### src/rtl/mul_pkg.sv
// Shared Booth radix-4 encoding types and decode helper for the sequential
// controller and the parallel partial-product generator.
package mul_pkg;

   typedef enum logic [2:0] {
      BD_ZERO,
      BD_POS1,
      BD_POS2,
      BD_NEG1,
      BD_NEG2
   } booth_digit_e;

   typedef enum logic [1:0] {
      IDLE,
      CALC,
      DONE
   } ctrl_state_e;

   function automatic booth_digit_e booth_decode(input logic [2:0] triplet);
      booth_digit_e d;
      case (triplet)
         3'b001, 3'b010: d = BD_POS1;
         3'b011:         d = BD_POS2;
         3'b100:         d = BD_NEG2;
         3'b101, 3'b110: d = BD_NEG1;
         default:        d = BD_ZERO;
      endcase
      return d;
   endfunction

endpackage

### src/rtl/booth_seq_mul_ctrl_pp_select.sv
// Combinational Booth partial-product select: maps one triplet and the
// sign-extended multiplicand to 0, +/-A or +/-2A at 2*WIDTH bits.
module booth_pp_select
   import mul_pkg::*;
#(
   parameter int WIDTH = 8
) (
   input  logic [2:0]         i_triplet,
   input  logic [2*WIDTH-1:0] i_a_ext,
   output logic [2*WIDTH-1:0] o_pp
);

   booth_digit_e w_digit;

   always_comb begin
      w_digit = booth_decode(i_triplet);
      o_pp    = '0;
      case (w_digit)
         BD_POS1: o_pp = i_a_ext;
         BD_POS2: o_pp = i_a_ext << 1;
         BD_NEG1: o_pp = -i_a_ext;
         BD_NEG2: o_pp = -(i_a_ext << 1);
         default: o_pp = '0;
      endcase
   end

endmodule

### src/rtl/booth_seq_mul_ctrl.sv
// Sequential radix-4 Booth multiplier: one partial product per cycle into a
// 2*WIDTH accumulator, with valid/ready handshakes on operands and product.
module booth_seq_mul_ctrl
   import mul_pkg::*;
#(
   parameter int WIDTH = 8
) (
   input  logic               clk,
   input  logic               rst,
   input  logic               in_valid,
   output logic               in_ready,
   input  logic [WIDTH-1:0]   a,
   input  logic [WIDTH-1:0]   b,
   input  logic               abort,
   output logic               out_valid,
   input  logic               out_ready,
   output logic [2*WIDTH-1:0] product,
   output logic               busy
);

   localparam int DIGITS = WIDTH / 2;
   localparam int CNT_W  = (DIGITS > 1) ? $clog2(DIGITS) : 1;

   ctrl_state_e          r_state;
   logic [CNT_W-1:0]     r_cnt;
   logic [2*WIDTH-1:0]   r_a_sh;
   logic [WIDTH:0]       r_b_sh;
   logic [2*WIDTH-1:0]   r_acc;
   logic [2*WIDTH-1:0]   r_product;
   logic                 r_out_valid;
   logic [2*WIDTH-1:0]   w_pp;
   logic [2*WIDTH-1:0]   w_acc_nxt;

   // A is pre-shifted by 2 per digit and b_ext shifted down, so the current
   // triplet always sits at b_sh[2:0] and the PP needs no variable shifter.
   booth_pp_select #(.WIDTH(WIDTH)) u_pp_select (
      .i_triplet (r_b_sh[2:0]),
      .i_a_ext   (r_a_sh),
      .o_pp      (w_pp)
   );

   assign w_acc_nxt = r_acc + w_pp;
   assign in_ready  = (r_state == IDLE);
   assign busy      = (r_state != IDLE);
   assign out_valid = r_out_valid;
   assign product   = r_product;

   always_ff @(posedge clk or posedge rst) begin
      if (rst) begin
         r_state     <= IDLE;
         r_cnt       <= '0;
         r_a_sh      <= '0;
         r_b_sh      <= '0;
         r_acc       <= '0;
         r_product   <= '0;
         r_out_valid <= 1'b0;
      end else begin
         case (r_state)
            IDLE: begin
               if (in_valid && !abort) begin
                  r_a_sh  <= {{WIDTH{a[WIDTH-1]}}, a};
                  r_b_sh  <= {b, 1'b0};
                  r_acc   <= '0;
                  r_cnt   <= '0;
                  r_state <= CALC;
               end
            end
            CALC: begin
               if (abort) begin
                  r_state <= IDLE;
               end else begin
                  r_acc  <= w_acc_nxt;
                  r_a_sh <= r_a_sh << 2;
                  r_b_sh <= r_b_sh >> 2;
                  r_cnt  <= r_cnt + 1'b1;
                  if (r_cnt == CNT_W'(DIGITS - 1)) begin
                     r_product   <= w_acc_nxt;
                     r_out_valid <= 1'b1;
                     r_state     <= DONE;
                  end
               end
            end
            DONE: begin
               if (abort || out_ready) begin
                  r_out_valid <= 1'b0;
                  r_state     <= IDLE;
               end
            end
            default: begin
               r_out_valid <= 1'b0;
               r_state     <= IDLE;
            end
         endcase
      end
   end

endmodule
### config.mk
export PLATFORM = sky130hd
export DESIGN_NAME = booth_seq_mul_ctrl
export DESIGN_NICKNAME = d
export VERILOG_FILES = /design/src/rtl/mul_pkg.sv /design/src/rtl/booth_seq_mul_ctrl_pp_select.sv /design/src/rtl/booth_seq_mul_ctrl.sv
export SDC_FILE = /design/constraint.sdc
export NUM_CORES = 1
export LEC_CHECK = 0
export CAP_MARGIN = 10
export CORE_UTILIZATION = 55
export CTS_CLUSTER_SIZE = 14
export DETAILED_ROUTE_END_ITERATION = 6
export GPL_ROUTABILITY_DRIVEN = 0
export GPL_TIMING_DRIVEN = 0
export PLACE_DENSITY = 0.77
export SKIP_LAST_GASP = 1
export SLEW_MARGIN = 25
export SYNTH_ARGS = -nofsm -noshare
export SYNTH_HDL_FRONTEND = slang
export SYNTH_SLANG_ARGS = --single-unit
### constraint.sdc
create_clock -name clk -period 8.5 [get_ports clk]
set_input_delay 2.125 -clock clk [delete_from_list [all_inputs] [get_ports clk]]
set_output_delay 2.125 -clock clk [all_outputs]
set_load 0.01 [all_outputs]
==> impl_results.md, run 1 <==
* Status: finished, final reports clean
* Layout cell share with drive strength beyond 1 at 7.68%
* Worst path required time at 8.74 ns
* Synth unique cells at 55
* Max-Cap Viols at 0
* Adder-Cell Fraction of Synth Area at 5.86%
* Synthesized area per cell at 8.79 um^2
* Die height at 87.0 um
* Synth Area in Compound Gates at 22.6%
* Total leakage power at 2.08 nW
* Root Driver: clkbuf_8
* VDD IR max at 143 uV
* Worst path most repeated cell: nand2_1
* Top Metal Used: met4
* Initial antenna violation count at 0
* Post-Place Cells at 588
* RSZ-0062 raised after global routing: false
* Max Buffers Root-to-Sink at 2
* Initial Utilization at 57.8%
* Non-filler instance count after layout at 604
* Synth warnings at 0
* Via density at 5.92
* CTS Buf Count at 9
* Critical path's largest stage delay at 0.48 ns
* Setup TNS at 0 ns
* Worst EP arrival at 4.40 ns
* Top cells by count, synth: 68 x nand2_1, 62 x dfrtp_1, 62 x o21ai_0
* Vias in the first global route at 3378
* Detailed Place HPWL at 7230 um
* Max Clk Rate at 241 MHz
* Worst Clk Skew at 0.00817 ns
* Total Routing Usage GR at 28.8%
* DR vias at 3573
* Clk sinks at 62
* Clock share of power at 18.6%
* Slowest cell on the critical path: or4_1
* Max-slew violation count at 0
* Sequential share of the synthesized area at 39.1%
* Worst-Skew Late Latency at 0.36 ns
* Row count at 30
* Syn Inst Count at 452
* Synth Area in XOR/XNOR at 6.96%
* Met3 wire len at 666 um
* Synth async-reset ratio at 100%
* Reg power frac at 30.6%
* CTS Hold Buffers Added at 0
* Period utilization at 48.9%
* Htree depth at 3
* WL final at 9870 um
* CP Max Fanout at 5
* Pre-Repair DR Iteration Count at 5
* DRC Markers at 0
* # setup viols final at 0
* Design area at 4700 um^2
* Startpoint types: flip-flop
* Top cells by area, synth: dfrtp_1 39%, o21ai_0 7.8%, nand2_1 6.4%
* Area leader, netlist: dfrtp_1
* Clock transition at path regs at 0.08 ns
* Worst slew margin relative to its limit at 32.1%
* Post-Syn Area at 3970 um^2
* Drt initial violations at 363
* #FFs+latches synth at 62
* Die W at 87.0 um
* Post-Syn Nets at 491
* DR WL met2 at 4400 um
* EDFF count, synth at 0
* # resized after CTS at 0
* CTS tree: built
* Comb pwr share at 50.8%
* Cell internal pwr at 0.826 mW
* Placed inst area at 4510 um^2
* Routed Antenna Nets at 0
* Largest family of logic cells by synthesized area: compound AO/OA/AOI/OAI gates
* Crit path time final at 4.16 ns
* Die area at 7570 um^2
* WS Path Type: flip-flop to flip-flop
* Top Ports at 40
* Ant diodes at 0
* Count leader, synth: nand2_1
* Pin count of the biggest net entering global routing at 41
* Worst-Margin Slew at 1.01 ns
* Switching Fraction at 42.0%
* Design Power at 1.42 mW
* Grt total ovfl at 0
* Psw at 0.599 mW
* Crit end category: flip-flop
* Mux cell area share after synthesis at 4.38%
* Total core area at 6870 um^2
* P&R area growth vs syn at 18.4%
* Hold Violations, Final at 0
* Setup repair bufs after CTS at 0
* Global-route wire length before repair at 16500 um
* Routed length on met1 at 4480 um
* Most used DFF post-synth: dfrtp_1
* Synth Area in Simple Gates at 15.9%
* Power per Cell Area at 303 nW/um^2
* Final #Nets at 542
* PortBufs at 39
* Wire per inst at 16.3 um
* Filler cells at 557
* Critical path cell sequence: inv_1 > ha_1 > nor2b_1 > nand2_1 > or4_1 > nand2_1 > xnor2_1 > a221oi_1 > nor2_1 > ha_1 > and3_1 > nand2_1 > o221ai_1 > o21ba_2 > o31a_1 > xnor3_1 > o21ai_2
* Area fraction of the dominant cell type after synthesis at 39.1%
* Hold crit path type: flip-flop to flip-flop
## path summary, 6_finish.rpt
check                            start     endpoint  slack, ns  depth (start not counted)
max                          r_a_sh[0]  product[15]       4.34                         17
min                        product[15]  product[15]       0.48                          2
max reg2reg                  r_a_sh[0]  product[15]       4.34                         17
min reg2reg                product[15]  product[15]       0.48                          2
max in group asynchronous          rst    r_a_sh[7]       5.93                          3
min in group asynchronous          rst  product[13]       2.06                          2
## stage by stage
stage / hold slack (ns) / util, % / setup slack [ns]
6_report: 0.479 / 68.5 / 4.34
5_1_grt: 0.517 / 68.5 / 4.12
4_1_cts: 0.482 / 68.5 / 4.40
3_5_place_dp: 0.464 / 65.6 / 4.03
3_3_place_gp: 0.463 / 65.3 / 3.77
2_1_floorplan: 0.449 / - / 4.83
## sequential cells by signal, summed over array words and instances (netlist names)
name / cells
product: 16
r_cnt: 2
r_state: 2
r_b_sh: 9
r_a_sh: 16
r_acc: 16
out_valid: 1
## final cells by class
class	instances	area, um^2	area share (%)
plain buffers	30	136	2.90
clock buffers	9	124	2.63
clock inverters	7	73.8	1.57
inverters	19	73.8	1.57
multi-input cells	341	2210	47.1
flip-flops and latches	62	1550	33.0
well taps	96	120	2.55
repair buffers	40	410	8.73
## cells by family after synthesis
family          Yosys count
flops                    62
xor+xnor                 30
simple gates            136
buf+inv                  49
fa+ha+maj                18
mux                      17
compound gates          140
## metal layers
layer / up-vias / GRT usage, %
li1: 1702 / -
met2: 136 / 42.8
met5: - / 0
met4: 0 / 12.6
met3: 21 / 6.82
met1: 1714 / 39.9
## critical path, delay by kind of cell, from the launching register on
| family | cells | cell delay [ns] |
|---|---|---|
| xor gates and xnor gates | 2 | 0.37 |
| and+or+nand+nor | 7 | 1.42 |
| AOI/OAI and AO/OA | 5 | 1.05 |
| buffers and inverters | 1 | 0.16 |
| adders and majority gates | 2 | 0.60 |
| DFF | 1 | 0.45 |
## cells in the final DEF (no fill, tap or decap), types with 4 or more instances in the layout
cell and count:
dfrtp_1 62, buf_2 4, nand2_1 68, a221oi_1 5, nand2b_1 6, clkbuf_1 22, a22o_1 6, mux2i_1 14
ha_1 17, inv_1 17, nor2_1 29, a21o_1 7, clkbuf_8 9, a21oi_1 22, o211ai_1 5, or3_1 4
xor2_1 11, clkdlybuf4s50_1 39, xnor2_1 18, a221o_1 9, a22oi_1 5, o21ai_0 62, nor3_1 9
## power groups by stage
stage | clock (mW) | sequential [mW] | combinational, mW
after floorplan | 0 | 0.440 | 0.507
after global placement | 0 | 0.438 | 0.691
after CTS | 0.269 | 0.436 | 0.716
after detailed placement | 0 | 0.441 | 0.711
after global routing | 0.281 | 0.446 | 0.808
final | 0.265 | 0.437 | 0.723
Note: power is estimated with default switching activity, not from simulation.
==> run 2: changes to the inputs <==
CORE_UTILIZATION = 52   (was 55)
clock period = 3.5 ns   (was 8.5 ns; I/O delays follow)
==> run 2 against run 1 <==
Compared with the run above: the flow now finishes with violations (setup timing); sequential cell count unchanged; wire length up 15%; hold slack worse by 0.0027 ns; clock-buffer cell count unchanged; cell count up 5.3%; total power rose to 2.8 times the previous value; non-clock buffer count up 29; cell area up 11%; sequential power up 150%; largest cell class unchanged.
==> impl_results.md, run 2 (synthesis gave the netlist of run 1 again) <==
* CTS Buf Count at 9 (unchanged)
* Worst-Skew Late Latency at 0.35 ns (was 0.36 ns)
* Final #Nets at 571 (was 542)
* DRC Markers at 0 (unchanged)
* Total Routing Usage GR at 29.2% (was 28.8%)
* Worst EP arrival at 3.85 ns (was 4.40 ns)
* DR vias at 3838 (was 3573)
* Layout cell share with drive strength beyond 1 at 23.1% (was 7.68%)
* Max-Cap Viols at 0 (unchanged)
* Root Driver: clkbuf_8 (unchanged)
* Pin count of the biggest net entering global routing at 51 (was 41)
* Htree depth at 3 (unchanged)
* Die height at 89.4 um (was 87.0 um)
* Via density at 6.03 (was 5.92)
* Total core area at 7330 um^2 (was 6870 um^2)
* Most common cell after layout, fill and taps aside: nand2_1 (unchanged)
* Routed length on met1 at 4500 um (was 4480 um)
* Crit end category: flip-flop (unchanged)
* Worst Clk Skew at 0.0118 ns (was 0.00817 ns)
* Total leakage power at 2.30 nW (was 2.08 nW)
* Hold crit path type: flip-flop to flip-flop (unchanged)
* Post-Place Cells at 591 (was 588)
* Status: complete, but fails checks (was finished, final reports clean)
* Worst slew margin relative to its limit at 57.4% (was 32.1%)
* Routed Antenna Nets at 0 (unchanged)
* Crit path time final at 3.58 ns (was 4.16 ns)
* Top Metal Used: met4 (unchanged)
* Placed inst area at 4520 um^2 (was 4510 um^2)
* Worst-Margin Slew at 0.636 ns (was 1.01 ns)
* Initial antenna violation count at 0 (unchanged)
* Max-slew violation count at 0 (unchanged)
* CTS tree: built (unchanged)
* WL final at 11300 um (was 9870 um)
* WS Path Type: flip-flop to flip-flop (unchanged)
* Most frequent cells in the layout: 62 x nand2_1, 58 x dfrtp_1, 50 x o21ai_0, 39 x clkdlybuf4s50_1, 29 x buf_4 (was 68 x nand2_1, 62 x o21ai_0, 62 x dfrtp_1, 39 x clkdlybuf4s50_1, 29 x nor2_1)
* DR WL met2 at 5490 um (was 4400 um)
* Max Clk Rate at 280 MHz (was 241 MHz)
* Max Buffers Root-to-Sink at 2 (unchanged)
* PortBufs at 39 (unchanged)
* Hold Violations, Final at 0 (unchanged)
* Top Ports at 40 (unchanged)
* Pre-Repair DR Iteration Count at 5 (unchanged)
* Drt initial violations at 479 (was 363)
* # setup viols final at 4 (was 0)
* VDD IR max at 369 uV (was 143 uV)
* Power per Cell Area at 765 nW/um^2 (was 303 nW/um^2)
* Startpoint types: flip-flop (unchanged)
* Clock transition at path regs at 0.08 ns (about the same)
* Wire per inst at 17.8 um (was 16.3 um)
* Die area at 7990 um^2 (was 7570 um^2)
* P&R area growth vs syn at 31.9% (was 18.4%)
* CP Max Fanout at 4 (was 5)
* Met3 wire len at 833 um (was 666 um)
* Period utilization at 102% (was 48.9%)
* Die W at 89.4 um (was 87.0 um)
* R2r setup slk at -0.08 ns (was 4.34 ns)
* Row count at 31 (was 30)
* Failing checks: setup timing
* Detailed Place HPWL at 7320 um (was 7230 um)
* Initial Utilization at 54.2% (was 57.8%)
* Clk sinks at 62 (unchanged)
* Non-filler instance count after layout at 636 (was 604)
* Final setup margin at -0.0778 ns (was 4.34 ns)
* Global-route wire length before repair at 17400 um (was 16500 um)
* Ant diodes at 0 (unchanged)
* Vias in the first global route at 3533 (was 3378)
* RSZ-0062 raised after global routing: true (was false)
* CTS Hold Buffers Added at 0 (unchanged)
* Worst path required time at 3.78 ns (was 8.74 ns)
* Design area at 5240 um^2 (was 4700 um^2)
* Grt total ovfl at 0 (unchanged)
## run 2: cell types whose count changed in the layout (fill, tap and decap cells not counted), sizes merged
cell,change
bufinv,-1
clkinvlp,+2
clkinv,-2
inv,+1
buf,+29
## run 2: final timing paths
path / startpoint / endpoint / cells past startpoint
worst max-delay path: r_a_sh[1] / r_acc[15] / 17
worst min-delay path: product[6] / product[6] / 2
worst max register to register: r_a_sh[1] / r_acc[15] / 17
worst min register to register: product[6] / product[6] / 2
max in group asynchronous: rst / r_a_sh[2] / 3
min in group asynchronous: rst / out_valid / 2
## run 2: cell type report
| cell class | instances | area (um^2) |
|---|---|---|
| tap | 99 | 124 |
| inverter | 19 | 80.1 |
| timing repair buffer | 72 | 669 |
| fill | 514 | 2090 |
| clock buffer | 9 | 124 |
| buffer | 27 | 119 |
| clock inverter | 7 | 47.5 |
| sequential | 62 | 1560 |
| multi-input combinational | 341 | 2520 |
## run 2: worst max-delay path, stage by stage (launching register included)
cell	delay, ns
dfrtp_2	0.43
inv_2	0.09
ha_4	0.13
nor2b_4	0.15
nand2_2	0.07
buf_4	0.16
nor3b_2	0.24
nand2b_1	0.20
xnor2_1	0.17
a22oi_1	0.12
o211ai_1	0.40
ha_4	0.30
a21oi_1	0.20
o21bai_1	0.09
a21oi_1	0.17
o31a_1	0.17
xnor3_1	0.27
o21ai_2	0.13
## run 2: what timing repair did
| item | 4_1_cts | 5_1_grt |
|---|---|---|
| endpoints found under the setup margin | 14 | 17 |
| pin swaps | 23 | 35 |
| gates resized for setup | 31 | 54 |
| buffers inserted | 21 | 11 |
## run 2: layer usage
layer | track usage (%) | up-vias
li1 | - | 1763
met1 | 37.0 | 1818
met2 | 47.2 | 206
met3 | 6.56 | 51
met4 | 14.1 | 0
met5 | 0 | -
## run 2: stage by stage
step           util (%)  power, mW  worst slack, ns  hold slack (ns)  setup TNS (ns)
2_1_floorplan         -       2.30          0.00427            0.449               0
4_1_cts            67.6       3.63          -0.0470            0.486          -0.189
6_report           71.5       4.01          -0.0778            0.477          -0.173
3_5_place_dp       61.7       2.81           -0.466            0.469           -3.24
3_3_place_gp       61.3       2.75           -0.382            0.463           -2.47
5_1_grt            71.5       4.25           -0.145            0.509           -1.19
## run 2: power breakdown
part | switching, mW | total (mW) | leakage (nW) | internal, mW
Sequential | 0.173 | 1.09 | 0.802 | 0.918
Combinational | 1.26 | 2.35 | 1.41 | 1.10
Clock | 0.307 | 0.564 | 0.0858 | 0.257
==> run 3: changes to the inputs <==
GPL_TIMING_DRIVEN = not set   (was 0)
SKIP_LAST_GASP = not set   (was 1)
==> run 3 against run 2 <==
Compared with the run above: the run still ends with setup timing left; maximum frequency up 2.0%; hold slack better by 0.0031 ns; total power down 5.7%; cell count down 3.3%; via count down 4.9%; wire length down 9.9%; utilization down 3.1 points; clock power up 11%; die area unchanged; clock skew up 0.0010 ns; critical path depth unchanged; non-clock buffer count down 21; largest cell class unchanged.
==> impl_results.md, run 3 (synthesis gave the netlist of run 1 again) <==
* GRT met1 Usage at 35.8% (was 37.0%)
* Max Clk Rate at 285 MHz (was 280 MHz)
* Routed Antenna Nets at 0 (unchanged)
* PortBufs at 39 (unchanged)
* Final #Nets at 550 (was 571)
* Global-route wire length before repair at 16200 um (was 17400 um)
* P&R area growth vs syn at 26.1% (was 31.9%)
* Ant diodes at 0 (unchanged)
* Max Buffers Root-to-Sink at 2 (unchanged)
* Hold crit path type: flip-flop to flip-flop (unchanged)
* Htree depth at 3 (unchanged)
* Worst Hold Launch: r_b_sh[4] (was product[6])
* Status: complete, but fails checks (unchanged)
* Total Routing Usage GR at 27.0% (was 29.2%)
* Worst-Margin Slew at 0.700 ns (was 0.636 ns)
* Routing usage on met2 at 42.3% (was 47.2%)
* RSZ-0062 raised after global routing: true (unchanged)
* Wire per inst at 16.6 um (was 17.8 um)
* Die W at 89.4 um (unchanged)
* Reg-to-reg startpoint: r_a_sh[1] (unchanged)
* Drt initial violations at 319 (was 479)
* Detailed Place HPWL at 7170 um (was 7320 um)
* Most Crowded Layer GR: met2 (unchanged)
* Pre-Repair DR Iteration Count at 5 (unchanged)
* Failing checks: setup timing (unchanged)
* Post-Place Cells at 595 (was 591)
* WS Path Type: flip-flop to flip-flop (unchanged)
* CTS tree: built (unchanged)
* Global Route met3 Usage at 6.56% (unchanged)
* DR vias at 3649 (was 3838)
* Initial antenna violation count at 0 (unchanged)
* Worst Clk Skew at 0.0129 ns (was 0.0118 ns)
* CTS Hold Buffers Added at 0 (unchanged)
* Die area at 7990 um^2 (unchanged)
* DRC Markers at 0 (unchanged)
* Clk sinks at 62 (unchanged)
* Design area at 5010 um^2 (was 5240 um^2)
* CP Max Fanout at 3 (was 4)
* Root Driver: clkbuf_8 (unchanged)
* Critical path's largest stage delay at 0.46 ns (was 0.43 ns)
* Hold Violations, Final at 0 (unchanged)
* Power per Cell Area at 755 nW/um^2 (was 765 nW/um^2)
* Final setup margin at -0.00648 ns (was -0.0778 ns)
* Period utilization at 100% (was 102%)
* Clock transition at path regs at 0.07 ns (was 0.08 ns)
* Non-filler instance count after layout at 615 (was 636)
* Total core area at 7330 um^2 (unchanged)
* Pin count of the biggest net entering global routing at 63 (was 51)
* Worst Setup SP: r_a_sh[1] (unchanged)
* CTS Buf Count at 9 (unchanged)
* Startpoint types: flip-flop (unchanged)
* Top Ports at 40 (unchanged)
* Crit path time final at 3.51 ns (was 3.58 ns)
* Max-Cap Viols at 0 (unchanged)
* # setup viols final at 1 (was 4)
* VDD IR max at 329 uV (was 369 uV)
* Most common cell after layout, fill and taps aside: nand2_1 (unchanged)
* Minimum hold slack at 0.480 ns (was 0.477 ns)
* Worst EP arrival at 3.74 ns (was 3.85 ns)
* Most frequent cells in the layout: 65 x nand2_1, 62 x dfrtp_1, 53 x o21ai_0, 39 x clkdlybuf4s50_1, 37 x buf_4 (was 62 x nand2_1, 58 x dfrtp_1, 50 x o21ai_0, 39 x clkdlybuf4s50_1, 29 x buf_4)
* Total leakage power at 2.24 nW (was 2.30 nW)
* WL final at 10200 um (was 11300 um)
* Worst slack, placed at -0.0133 ns (was -0.466 ns)
* Via density at 5.93 (was 6.03)
* Critical path cell sequence: inv_2 > ha_4 > nor2b_4 > nand2_1 > or4_4 > nand2_4 > xnor2_4 > a221oi_2 > nor2_1 > ha_1 > and3_4 > nand2_4 > o221ai_2 > o21ba_4 > o31a_1 > xnor3_1 > o21ai_2 (was inv_2 > ha_4 > nor2b_4 > nand2_2 > buf_4 > nor3b_2 > nand2b_1 > xnor2_1 > a22oi_1 > o211ai_1 > ha_4 > a21oi_1 > o21bai_1 > a21oi_1 > o31a_1 > xnor3_1 > o21ai_2)
* Worst slew margin relative to its limit at 53.3% (was 57.4%)
* Worst path most repeated cell: nand2_4
* Placed inst area at 4650 um^2 (was 4520 um^2)
* Initial Utilization at 54.2% (unchanged)
* Die height at 89.4 um (unchanged)
* Worst-Skew Late Latency at 0.36 ns (was 0.35 ns)
* Worst path required time at 3.73 ns (was 3.78 ns)
* Row count at 31 (unchanged)
* Crit end category: flip-flop (unchanged)
* Vias in the first global route at 3350 (was 3533)
* Finished Core Util at 68.4% (was 71.5%)
* Max-slew violation count at 0 (unchanged)
* Grt total ovfl at 0 (unchanged)
* Slowest cell on the critical path: or4_4 (was dfrtp_2)
* Layout cell share with drive strength beyond 1 at 17.6% (was 23.1%)
==> run 3: metrics by stage <==
step	power [mW]	setup TNS, ns
floorplan	2.30	0
global placement	2.86	0
detailed placement	2.92	-0.0133
CTS	3.57	0
global route	4.03	-1.02
finish	3.78	-0.00648
==> run 3: power breakdown <==
part,switching [mW],internal (mW)
combinational,1.11,0.936
clock,0.294,0.330
sequential,0.190,0.917
total,1.60,2.18
==> run 3: worst paths after layout <==
kind	end	slack [ns]	cells after the start
max	r_acc[15]	-0.006	17
min	r_b_sh[4]	0.48	2
max reg2reg	r_acc[15]	-0.006	17
min reg2reg	r_b_sh[4]	0.48	2
max in group asynchronous	r_a_sh[6]	2.33	3
min in group asynchronous	product[0]	0.89	3
==> run 3: layout make-up <==
class	instances	area, um^2
tap	99	124
timing repair buffer	78	708
inverter	19	75.1
sequential	62	1550
clock buffer	11	131
multi-input combinational	341	2360
clock inverter	5	60.1
fill	561	2320
==> run 3: worst max-delay path, delay by kind of cell (launching register included) <==
| kind | cells | cell delay, ns |
|---|---|---|
| AO/OA/AOI/OAI | 5 | 0.98 |
| XOR/XNOR | 2 | 0.33 |
| adder cells (fa/ha/maj) | 2 | 0.46 |
| buffers and inverters | 1 | 0.09 |
| flip-flops | 1 | 0.39 |
| AND/OR/NAND/NOR | 7 | 1.15 |
==> run 3: what timing repair did <==
item | CTS | global route
pin swaps | 2 | 15
endpoints found under the hold margin | 0 | 0
setup endpoints to repair | 6 | 15
setup buffers | 1 | 3
resized for setup | 1 | 35
cloned | 0 | 0
==> run 3: routing by layer <==
| layer | vias up | part of all wire (%) |
|---|---|---|
| met5 | - | 0 |
| met4 | 0 | 3.7 |
| met3 | 47 | 7.4 |
| met2 | 163 | 47 |
| met1 | 1715 | 42 |
| li1 | 1724 | - |
